`src/rtl/icache_fill_ctrl.sv`:
```
// Miss/fill sequencer for the L1 instruction cache: victim selection, 4-beat line fill,
// line write-back into the data/tag/valid arrays, and single-line / whole-cache invalidation.
module icache_fill_ctrl #(
    parameter int LINES = 128,
    parameter int WAYS  = 4,
    parameter int AWID  = 32
) (
    input  logic                       clk,
    input  logic                       rst_n,
    input  logic                       fetch_v,
    input  logic [AWID-1:0]            ip,
    input  logic                       ihit,
    input  logic [WAYS-1:0]            valid_set,
    input  logic                       inv_line,
    input  logic                       inv_all,
    input  logic [AWID-1:0]            inv_adr,
    output logic                       bus_cyc,
    output logic [AWID-1:0]            bus_adr,
    input  logic                       bus_ack,
    input  logic                       bus_err,
    input  logic [127:0]               bus_dat,
    output logic                       line_we,
    output logic [1:0]                 line_way,
    output logic [$clog2(LINES)-1:0]   line_idx,
    output logic [AWID-7:0]            line_tag,
    output logic [511:0]               line_dat,
    output logic                       vclr,
    output logic                       busy,
    output logic                       fault
);
    localparam int IDX_W = $clog2(LINES);
    localparam logic [IDX_W-1:0] IDX_ONE  = IDX_W'(1);
    localparam logic [IDX_W-1:0] IDX_LAST = IDX_W'(LINES - 1);

    typedef enum logic [2:0] {
        IDLE, MISS_CHK, FILL, WRITE, SETTLE1, SETTLE2, INV_LINE, INV_SWEEP
    } state_t;

    typedef struct packed {
        logic             all;
        logic             line;
        logic [IDX_W-1:0] idx;
    } inv_pend_t;

    state_t                 state, state_nx;
    inv_pend_t              pend;
    logic [AWID-7:0]        miss_line;
    logic [1:0]             victim;
    logic [1:0]             rr_ptr;
    logic [1:0]             beat;
    logic [3:0][127:0]      line_buf;
    logic [IDX_W-1:0]       sweep_idx;
    logic [IDX_W-1:0]       inv_idx;
    logic                   fault_q;
    logic                   fv_d1, fv_d2;
    logic [AWID-1:0]        ip_d1, ip_d2;
    logic [1:0]             first_free;
    logic                   qual, miss, take_all, take_line;
    logic                   unused_inv_bits;

    assign unused_inv_bits = ^{inv_adr[AWID-1:IDX_W+6], inv_adr[5:0]};

    // ihit lags ip by two cycles, so only trust a miss once ip has been stable that long
    assign qual      = fv_d1 & fv_d2 & (ip_d1 == ip) & (ip_d2 == ip);
    assign miss      = fetch_v & ~ihit & qual;
    assign take_all  = inv_all | pend.all;
    assign take_line = inv_line | pend.line;

    always_comb begin
        first_free = 2'd0;
        for (int w = WAYS - 1; w >= 0; w--)
            if (!valid_set[w]) first_free = 2'(w);
    end

    always_ff @(posedge clk) begin
        if (!rst_n) state <= IDLE;
        else        state <= state_nx;
    end

    always_comb begin
        state_nx = state;
        case (state)
            IDLE: begin
                if (take_all)       state_nx = INV_SWEEP;
                else if (take_line) state_nx = INV_LINE;
                else if (miss)      state_nx = MISS_CHK;
            end
            MISS_CHK:  state_nx = FILL;
            FILL: begin
                if (bus_err)                        state_nx = IDLE;
                else if (bus_ack && beat == 2'd3)   state_nx = WRITE;
            end
            WRITE:     state_nx = SETTLE1;
            SETTLE1:   state_nx = SETTLE2;
            SETTLE2:   state_nx = IDLE;
            INV_LINE:  state_nx = IDLE;
            INV_SWEEP: if (sweep_idx == IDX_LAST && !inv_all) state_nx = IDLE;
            default:   state_nx = IDLE;
        endcase
    end

    always_comb begin
        bus_cyc  = 1'b0;
        bus_adr  = '0;
        line_we  = 1'b0;
        line_way = 2'd0;
        line_idx = '0;
        line_tag = '0;
        vclr     = 1'b0;
        case (state)
            FILL: begin
                bus_cyc = 1'b1;
                bus_adr = {miss_line, beat, 4'h0};
            end
            WRITE: begin
                line_we  = 1'b1;
                line_way = victim;
                line_idx = miss_line[IDX_W-1:0];
                line_tag = miss_line;
            end
            INV_LINE: begin
                vclr     = 1'b1;
                line_idx = inv_idx;
            end
            INV_SWEEP: begin
                vclr     = 1'b1;
                line_idx = sweep_idx;
            end
            default: ;
        endcase
    end

    assign busy     = (state != IDLE) | pend.all | pend.line;
    assign fault    = fault_q;
    assign line_dat = line_buf;

    always_ff @(posedge clk) begin
        if (!rst_n) begin
            fv_d1     <= 1'b0;
            fv_d2     <= 1'b0;
            ip_d1     <= '0;
            ip_d2     <= '0;
            fault_q   <= 1'b0;
            miss_line <= '0;
            victim    <= 2'd0;
            rr_ptr    <= 2'd0;
            beat      <= 2'd0;
            line_buf  <= '0;
            sweep_idx <= '0;
            inv_idx   <= '0;
        end else begin
            fv_d1   <= fetch_v;
            fv_d2   <= fv_d1;
            ip_d1   <= ip;
            ip_d2   <= ip_d1;
            fault_q <= (state == FILL) && bus_err;
            case (state)
                IDLE: begin
                    if (take_all)
                        sweep_idx <= '0;
                    else if (take_line)
                        inv_idx <= inv_line ? inv_adr[IDX_W+5:6] : pend.idx;
                    else if (miss)
                        miss_line <= ip[AWID-1:6];
                end
                MISS_CHK: begin
                    beat <= 2'd0;
                    // rr pointer only moves when a valid way is actually evicted
                    if (&valid_set) begin
                        victim <= rr_ptr;
                        rr_ptr <= rr_ptr + 2'd1;
                    end else begin
                        victim <= first_free;
                    end
                end
                FILL: begin
                    if (bus_err) begin
                        beat <= 2'd0;
                    end else if (bus_ack) begin
                        line_buf[beat] <= bus_dat;
                        beat           <= beat + 2'd1;
                    end
                end
                INV_SWEEP: begin
                    if (inv_all)                    sweep_idx <= '0;
                    else if (sweep_idx == IDX_LAST) rr_ptr    <= 2'd0;
                    else                            sweep_idx <= sweep_idx + IDX_ONE;
                end
                default: ;
            endcase
        end
    end

    // Invalidates seen outside IDLE are held here; inv_all swallows any queued line invalidate
    always_ff @(posedge clk) begin
        if (!rst_n) begin
            pend <= '0;
        end else if (state == IDLE) begin
            if (take_all || take_line) pend <= '0;
        end else if (inv_all && state != INV_SWEEP) begin
            pend.all  <= 1'b1;
            pend.line <= 1'b0;
        end else if (inv_line && !inv_all && !pend.all) begin
            pend.line <= 1'b1;
            pend.idx  <= inv_adr[IDX_W+5:6];
        end
    end
endmodule

```
`config.mk`:
```
export PLATFORM = sky130hd
export DESIGN_NAME = icache_fill_ctrl
export DESIGN_NICKNAME = d
export VERILOG_FILES = /design/src/rtl/icache_fill_ctrl.sv
export SDC_FILE = /design/constraint.sdc
export NUM_CORES = 1
export LEC_CHECK = 0
export CAP_MARGIN = 20
export CORE_AREA = 2 2 309 311
export CTS_CLUSTER_DIAMETER = 60
export DETAILED_ROUTE_END_ITERATION = 7
export DIE_AREA = 0 0 311 313
export RECOVER_POWER = 100
export SYNTH_ARGS = -nofsm -noshare
export SYNTH_HDL_FRONTEND = slang
export SYNTH_SLANG_ARGS = --single-unit
```
`constraint.sdc`:
```
create_clock -name clk -period 4.4 [get_ports clk]
set_input_delay 0.44 -clock clk [delete_from_list [all_inputs] [get_ports clk]]
set_output_delay 0.44 -clock clk [all_outputs]
set_load 0.1 [all_outputs]
```
* Yosys cells after proc, flatten, opt, wreduce, memory -nomap -nowiden *
Cells that the tools add are included.

cells by class
  magnitude comparators = 2
  reductions and logical operators = 31
  equality and inequality tests = 23
  $add $sub $neg = 3
  bitwise logic cells = 13
  mux-type cells = 40

operators with widths
  kind                                                            count
  512-bit bitwise mux                                             1
  128-bit demux with 2-bit select                                 1
  128-bit two-way mux                                             1
  32-bit equality test                                            2
  7-bit two-way mux                                               5
  32-bit two-way mux                                              1
  26-bit two-way mux                                              1
  2-bit two-way mux                                               11
  3-bit one-hot mux with 7 select lines                           1
  7-bit one-hot mux with 3 select lines                           1
  3-bit two-way mux                                               6
  9-bit two-way mux                                               2
  3-bit AND reduction                                             5
  7-bit one-hot mux with 2 select lines                           1
  3-bit equality test (second input constant)                     4
  2-bit != test (second input constant)                           6
  3-bit != test (second input constant)                           4
  4-bit AND reduction                                             3
  2-bit nonzero test                                              5
  8-bit two-way mux                                               1
  2-bit one-hot mux with 2 select lines                           2
  7-bit by 1-bit adder with 7-bit output (second input constant)  1
  7-bit equality test (second input constant)                     1
  1-bit logical AND                                               7
  other kinds (18)                                                39

word-level totals
  bits in registers = 637

* Logic depth before layout (Yosys ltp) *
Gate-level depths: netlist of run 1.

  depth after elaboration = 8
  depth in mapped cells = 8

* Worst setup path before layout of run 1 *
OpenSTA, ideal clock, no wires.

  path kind = register to output
  start = register state[1]
  end = output port bus_adr[21]
  data required time = 3.960 ns
  setup slack = 1.163 ns
  arrival time = 2.797 ns
  cell stages (with the launch flop) = 5
  path buffers = 2
  cell sequence = dfxtp_1 clkbuf_1 nor3b_2 clkbuf_1 and2_1

between the ends
  longest elaborated chain between the ends = 2

RTL lines
  element                                         line  text
  start, declared                                 45    state_t state, state_nx;
  start signal, assigned                          77    else state <= state_nx;
  3-bit by 2-bit equality test with 1-bit output  110   case (state)
  32-bit two-way mux                              110
  end, declared                                   18    output logic [AWID-1:0] bus_adr,

Every way passes these cells.

* Worst setup path in the final report of run 1 *
  start = register state[0]
  end = output port bus_adr[12]

The elaborated chain is that of the path after synthesis.

==> summary.txt, run 1 <==
Number of synthesized flops with an enable pin - 0
Die area - 0.0973 sq mm
IR Drop Worst-Case VDD - 274 uV
Stages on worst setup path - 4
Setup repair after global routing missed its margin - false
Wire length per cell - 19.3 microns
Remaining routing DRC violations - 0
Post-route design area - 0.0355 sq mm
Depth of the worst register-to-register path - 6
Slack of the critical path - 0.685 ns
Post-route minimum period - 3.72 ns
Biggest fanout along the worst timing path - 29
TritonCTS clock tree - done
Max Freq - 269 MHz
Gate Count Post-Synth - 2,844
Period utilization - 84.4%
Initial Util - 25.9%
DR vias - 21,500
Register bit total from synthesis - 637
Pre-CTS WS - 1.09 ns
Share of cells above drive strength 1 - 6.78%
Post-detailed-placement half-perimeter wirelength - 65,000 microns
Worst setup path startpoint - state[0]
Skew final - 0.0190 ns
Kind of capture point of the worst setup path - output port
Core occupancy in the finished layout - 37.7%
Root buffer selected by CTS - sky130_fd_sc_hd__clkbuf_16
Number of buffers inserted to repair setup after CTS - 0
Initial DRT Pass Iterations - 5
Top cell family by delay on the critical path - simple AND/OR/NAND/NOR gates
Number of sinks on the clock net - 637
Top flip-flop cell by instance count after synthesis - sky130_fd_sc_hd__dfxtp_1
Chip Width - 311 microns
Pleak - 14.3 nW
Number of vias per cell after detailed routing - 4.43
Inserted Clock Buffers - 80
Buffers & Inverters on Critical Path - 2
Cell Pwr Density - 396 mW/mm^2
Worst r2r dst - line_dat[261]
Mean Syn Cell Area - 8.58 sq um
Synthesized cell area - 0.0244 sq mm
Share of synthesized registers carrying an async set or reset - 0%
Setup Crit Path Kind - reg2out
Critical path startpoint category - flop
Initial antenna violation count - 5
Worst Setup EP - bus_adr[12]
Total global routing track utilization - 18.5%
Source-to-sink clock delay at the later pin of the worst-skew pair - 0.63 ns
Leading cell type in the layout, fill and taps excluded - sky130_fd_sc_hd__nand2_1
Count of routing violations after the opening detailed-route iteration - 1,428
Max-capacitance violation count - 1
Cell with the largest stage delay on the worst path - sky130_fd_sc_hd__nor3b_1
Violations in the final reports - capacitance limit, slew limit
Final Max Tran Viols - 197
Overflow after GRT - 0
Worst hold slack - 0.284 ns
Nets - 3,731
Num rows - 113
Ordered list of cells on the worst path - nor3b_1, buf_4, and2_1, clkbuf_2
Distinct cells, synth - 50
Hold WC Path Type - in2reg
Number of hold buffers added after CTS - 0
Total power - 14.0 mW
Clock Path Buffers - 3
Count of warnings emitted by yosys - 0
Total wire length - 93,800 microns
Worst path max stage delay - 1.04 ns
WP data arrival - 3.28 ns
Count of final setup violators - 0
Clock slew seen by the registers of the worst setup and hold paths - 0.06 ns
Final standard cell count with taps included and fillers excluded - 4,854
Placeable core area - 0.0942 sq mm
Pin count of the biggest net entering global routing - 197
Slack of the worst reg-to-reg path - 0.83 ns
Synth-to-Final Area Change - 45.5%
Global-route wire length before repair - 137,000 microns
Sum Neg Setup Slack - 0 ns
Port bufs - 758
Run status - finished with violations
Critical register-to-register path startpoint - state[0]
Actual transition at the worst max-transition pin - 3.42 ns
Hold Violations, Final - 0
Final ANT Viol Nets - 0
Required arrival time at the worst endpoint - 3.96 ns
Via count of the first global-routing pass - 20,603
Cell area after placement - 0.0330 sq mm
Post-placement cell count - 4,703
Final estimated routing congestion in global placement - 0.846
Fraction of the yosys area taken by sequential cells - 52.3%
Die Height - 313 microns
Number of H-tree branching levels - 3
Leading cell types in the layout, fill and taps excluded - sky130_fd_sc_hd__nand2_1 (1,106), sky130_fd_sc_hd__dfxtp_1 (637), sky130_fd_sc_hd__dlygate4sd3_1 (510)
Top-level I/O count - 788
Post-cts repair resize count - 0
Max_slew headroom - -128%
==> area by class of cell <==
class	count	area (sq um)
timing repair buffer	802	7750
fill	9677	58700
tap	1265	1580
multi-input combinational	1970	10600
clock buffer	120	2370
clock inverter	25	313
antenna	4	10.0
inverter	31	116
sequential	637	12800
==> logic make-up after synthesis <==
family / Yosys count / share of synthesized area [%]
other: 1 / 0.0154
adders and majority gates: 5 / 0.257
xor gates and xnor gates: 55 / 1.98
and+or+nand+nor: 1301 / 21.9
AOI/OAI and AO/OA: 563 / 17.4
DFF: 637 / 52.3
muxes: 42 / 1.76
buffers and inverters: 240 / 4.44
==> sequential cells by signal (all words and copies together) (netlist names), 2 cells and up <==
signal	flops
pend	9
ip_d1	32
victim	2
rr_ptr	2
beat	2
sweep_idx	7
state	3
line_dat	512
ip_d2	32
miss_line	26
inv_idx	7
==> cells in the mapped netlist, types with 6 or more instances <==
cell type | number | area share [%]
sky130_fd_sc_hd__dfxtp_1 | 637 | 52
sky130_fd_sc_hd__mux2_2 | 7 | 0.32
sky130_fd_sc_hd__nor3_1 | 6 | 0.12
sky130_fd_sc_hd__a22oi_1 | 8 | 0.25
sky130_fd_sc_hd__xor2_1 | 54 | 1.9
sky130_fd_sc_hd__nand3_1 | 15 | 0.31
sky130_fd_sc_hd__buf_2 | 53 | 1.1
sky130_fd_sc_hd__o211a_1 | 7 | 0.29
sky130_fd_sc_hd__nor4_1 | 13 | 0.33
sky130_fd_sc_hd__nand2_1 | 1109 | 17
sky130_fd_sc_hd__a21boi_1 | 480 | 15
sky130_fd_sc_hd__and2_1 | 75 | 1.9
sky130_fd_sc_hd__nor2_1 | 16 | 0.25
sky130_fd_sc_hd__clkbuf_1 | 142 | 2.2
sky130_fd_sc_hd__inv_1 | 31 | 0.48
sky130_fd_sc_hd__a21boi_0 | 41 | 1.3
sky130_fd_sc_hd__o21ai_0 | 8 | 0.16
sky130_fd_sc_hd__nor2b_1 | 11 | 0.28
sky130_fd_sc_hd__and3_1 | 34 | 0.87
sky130_fd_sc_hd__mux2i_1 | 35 | 1.4
==> worst min-delay path by stage <==
stage,slack [ns],depth (start not counted),endpoint,startpoint
after floorplan,0.43,1,fv_d2,fv_d1
after global placement,0.44,2,line_dat[361],line_dat[361]
after detailed placement,0.44,2,line_dat[16],line_dat[16]
after CTS,0.26,3,ip_d1[14],rst_n
after global routing,0.29,3,ip_d1[16],rst_n
final,0.28,2,line_dat[24],rst_n
==> where the power goes <==
part	internal (mW)	switching, mW
Combinational	0.444	0.996
Clock	3.99	2.66
Sequential	5.88	0.0786
==> worst reg2reg max path: stages (launching register included) <==
cell                       delay, ns
sky130_fd_sc_hd__dfxtp_1        0.51
sky130_fd_sc_hd__nor3b_1        1.05
sky130_fd_sc_hd__and2_0         0.56
sky130_fd_sc_hd__nand2_4        0.12
sky130_fd_sc_hd__clkbuf_2       0.76
sky130_fd_sc_hd__nand2_1        0.34
sky130_fd_sc_hd__a21boi_0       0.12
==> layer usage <==
metal  track usage (%)  share of wire (%)  wire [microns]  up-vias
met5                 0                  0               0        -
met4              7.04                3.4            3220        0
met3              5.84                7.0            6540      148
met2              30.2                 46           43500      621
met1              22.7                 43           40500    10158
li1                  -                  -               -    10573
Power figures use the tool's default switching activity.
==> run 2, diff against run 1 <==
- CORE_AREA: 2 2 309 311 -> 2 2 304 306
- DIE_AREA: 0 0 311 313 -> 0 0 306 308
- clock period: 4.4 -> 3.8 ns (I/O delays scaled with it)
==> run 2 against run 1 <==
Against the previous run:
- the run still ends with capacitance limit, slew limit left
- die area fell by 3.2%
- largest power group unchanged
- global-route usage rose by 0.38 points
- wire length fell by 1.3%
- register-to-register slack got worse by 0.15 ns
- sequential power rose by 16%
- power rose by 15%
- flip-flop and latch count did not move
- clock skew barely moved
==> summary.txt, run 2 (same netlist as run 1, synthesis figures left out) <==
Run status - finished with violations (unchanged)
Violations in the final reports - capacitance limit, slew limit (unchanged)
Max Freq - 308 MHz
Root buffer selected by CTS - sky130_fd_sc_hd__clkbuf_16 (unchanged)
Number of vias per cell after detailed routing - 4.51 (was 4.43)
Setup Crit Path Kind - reg2out (unchanged)
Chip Width - 306 microns (was 311 microns)
Remaining routing DRC violations - 0 (unchanged)
Ordered list of cells on the worst path - nor2b_2, clkbuf_2, and3_1, clkbuf_2 (was nor3b_1, buf_4, and2_1, clkbuf_2)
Initial antenna violation count - 6 (was 5)
Clock Path Buffers - 3 (unchanged)
Nets - 3,731 (unchanged)
Most used cell along the critical path - sky130_fd_sc_hd__clkbuf_2
Final estimated routing congestion in global placement - 0.846 (about the same)
Setup repair after global routing missed its margin - false (unchanged)
Wire length per cell - 19.4 microns (was 19.3 microns)
Overflow after GRT - 0 (unchanged)
Leading cell types in the layout, fill and taps excluded - sky130_fd_sc_hd__nand2_1 (1,107), sky130_fd_sc_hd__dfxtp_1 (637), sky130_fd_sc_hd__dlygate4sd3_1 (512) (was sky130_fd_sc_hd__nand2_1 (1,106), sky130_fd_sc_hd__dfxtp_1 (637), sky130_fd_sc_hd__dlygate4sd3_1 (510))
Hold Violations, Final - 0 (unchanged)
Num rows - 111 (was 113)
Post-cts repair resize count - 0 (unchanged)
Post-route minimum period - 3.25 ns
Critical path startpoint category - flop (unchanged)
Max_slew headroom - -76.6% (was -128%)
Required arrival time at the worst endpoint - 3.42 ns (was 3.96 ns)
Kind of capture point of the worst setup path - output port (unchanged)
Skew final - 0.0194 ns (was 0.0190 ns)
Clock slew seen by the registers of the worst setup and hold paths - 0.06 ns (about the same)
Max-capacitance violation count - 3 (was 1)
Actual transition at the worst max-transition pin - 2.65 ns (was 3.42 ns)
Final ANT Viol Nets - 0 (unchanged)
Biggest fanout along the worst timing path - 36 (was 29)
Synth-to-Final Area Change - 44.6% (was 45.5%)
Pleak - 14.3 nW (about the same)
Number of H-tree branching levels - 3 (unchanged)
Filler Cell Count - 9,247 (was 9,677)
Initial DRT Pass Iterations - 5 (unchanged)
Via count of the first global-routing pass - 20,371 (was 20,603)
Final Max Tran Viols - 250 (was 197)
Number of hold buffers added after CTS - 0 (unchanged)
Post-detailed-placement half-perimeter wirelength - 64,800 microns (was 65,000 microns)
Total wire length - 92,500 microns (was 93,800 microns)
Hold WC Path Type - in2reg (unchanged)
Top-level I/O count - 788 (unchanged)
Cell Pwr Density - 459 mW/mm^2 (was 396 mW/mm^2)
TritonCTS clock tree - done (unchanged)
Period utilization - 85.5%
Initial Util - 26.8% (was 25.9%)
Port bufs - 758 (unchanged)
Source-to-sink clock delay at the later pin of the worst-skew pair - 0.64 ns (was 0.63 ns)
WP data arrival - 2.87 ns (was 3.28 ns)
Count of routing violations after the opening detailed-route iteration - 1,501 (was 1,428)
Count of final setup violators - 0 (unchanged)
Global-route wire length before repair - 135,000 microns (was 137,000 microns)
Die Height - 308 microns (was 313 microns)
DR vias - 21,481 (was 21,500)
Share of cells above drive strength 1 - 6.97% (was 6.78%)
Die area - 0.0942 sq mm (was 0.0973 sq mm)
IR Drop Worst-Case VDD - 394 uV (was 274 uV)
Sum Neg Setup Slack - 0 ns (unchanged)
Flip-flop count of the largest register, all copies and words added - 512 (unchanged)
Cell with the largest stage delay on the worst path - sky130_fd_sc_hd__dfxtp_1 (was sky130_fd_sc_hd__nor3b_1)
Pin count of the biggest net entering global routing - 138 (was 197)
Placeable core area - 0.0910 sq mm (was 0.0942 sq mm)
Worst hold slack - 0.352 ns (was 0.284 ns)
Number of buffers inserted to repair setup after CTS - 0 (unchanged)
Number of sinks on the clock net - 637 (unchanged)
Leading cell type in the layout, fill and taps excluded - sky130_fd_sc_hd__nand2_1 (unchanged)
Inserted Clock Buffers - 79 (was 80)
Total global routing track utilization - 18.9% (was 18.5%)
Worst path max stage delay - 0.75 ns (was 1.04 ns)
-- run 2: layout make-up --
class	instances	area, sq um	share of cell area (%)
clock inverters	27	337	0.954
flip-flops and latches	637	12800	36.2
repair buffers	803	7680	21.8
clock buffers	107	2290	6.48
well taps	1186	1480	4.21
inverters	31	116	0.330
diodes	4	10.0	0.0284
multi-input cells	1970	10600	30.1
-- run 2: power by group --
| group | internal [mW] | switching (mW) |
|---|---|---|
| combinational | 0.512 | 1.15 |
| sequential | 6.81 | 0.0917 |
| clock | 4.58 | 3.05 |
-- run 2: routing by layer --
layer  up-vias  track usage (%)  wire (microns)
met5         -                0              13
met4         2             6.58            2740
met3       139             6.31            7280
met2       626             30.7           43200
met1     10142             23.3           39300
li1      10572                -               -
-- run 2: critical path, delay by kind of cell (launching register included) --
family                 cells  cell delay, ns
DFF                        1            0.75
buffers and inverters      2            0.96
and+or+nand+nor            2            0.52
-- run 2: path summary, 6_finish.rpt --
path	start	end	slack (ns)	depth (start not counted)
worst max register to register	state[0]	line_dat[333]	0.68	6
worst min register to register	line_dat[155]	line_dat[155]	0.45	2
worst max-delay path	state[0]	line_way[0]	0.55	4
worst min-delay path	fetch_v	fv_d1	0.35	2
-- run 2: per-stage QoR --
| stage | util, % | instances | total power [mW] | cell area (sq um) | worst slack, ns |
|---|---|---|---|---|---|
| final | 38.8 | 4765 | 16.2 | 35300 | 0.552 |
| after global routing | 38.8 | 4765 | 16.7 | 35300 | 0.313 |
| after CTS | 39.1 | 4761 | 16.4 | 35500 | 0.779 |
| after detailed placement | 36.2 | 4627 | 8.77 | 32900 | 1.01 |
| after global placement | 36.2 | 4626 | 8.77 | 32900 | 1.03 |
| after floorplan | - | 2847 | 8.11 | 24400 | 0.623 |
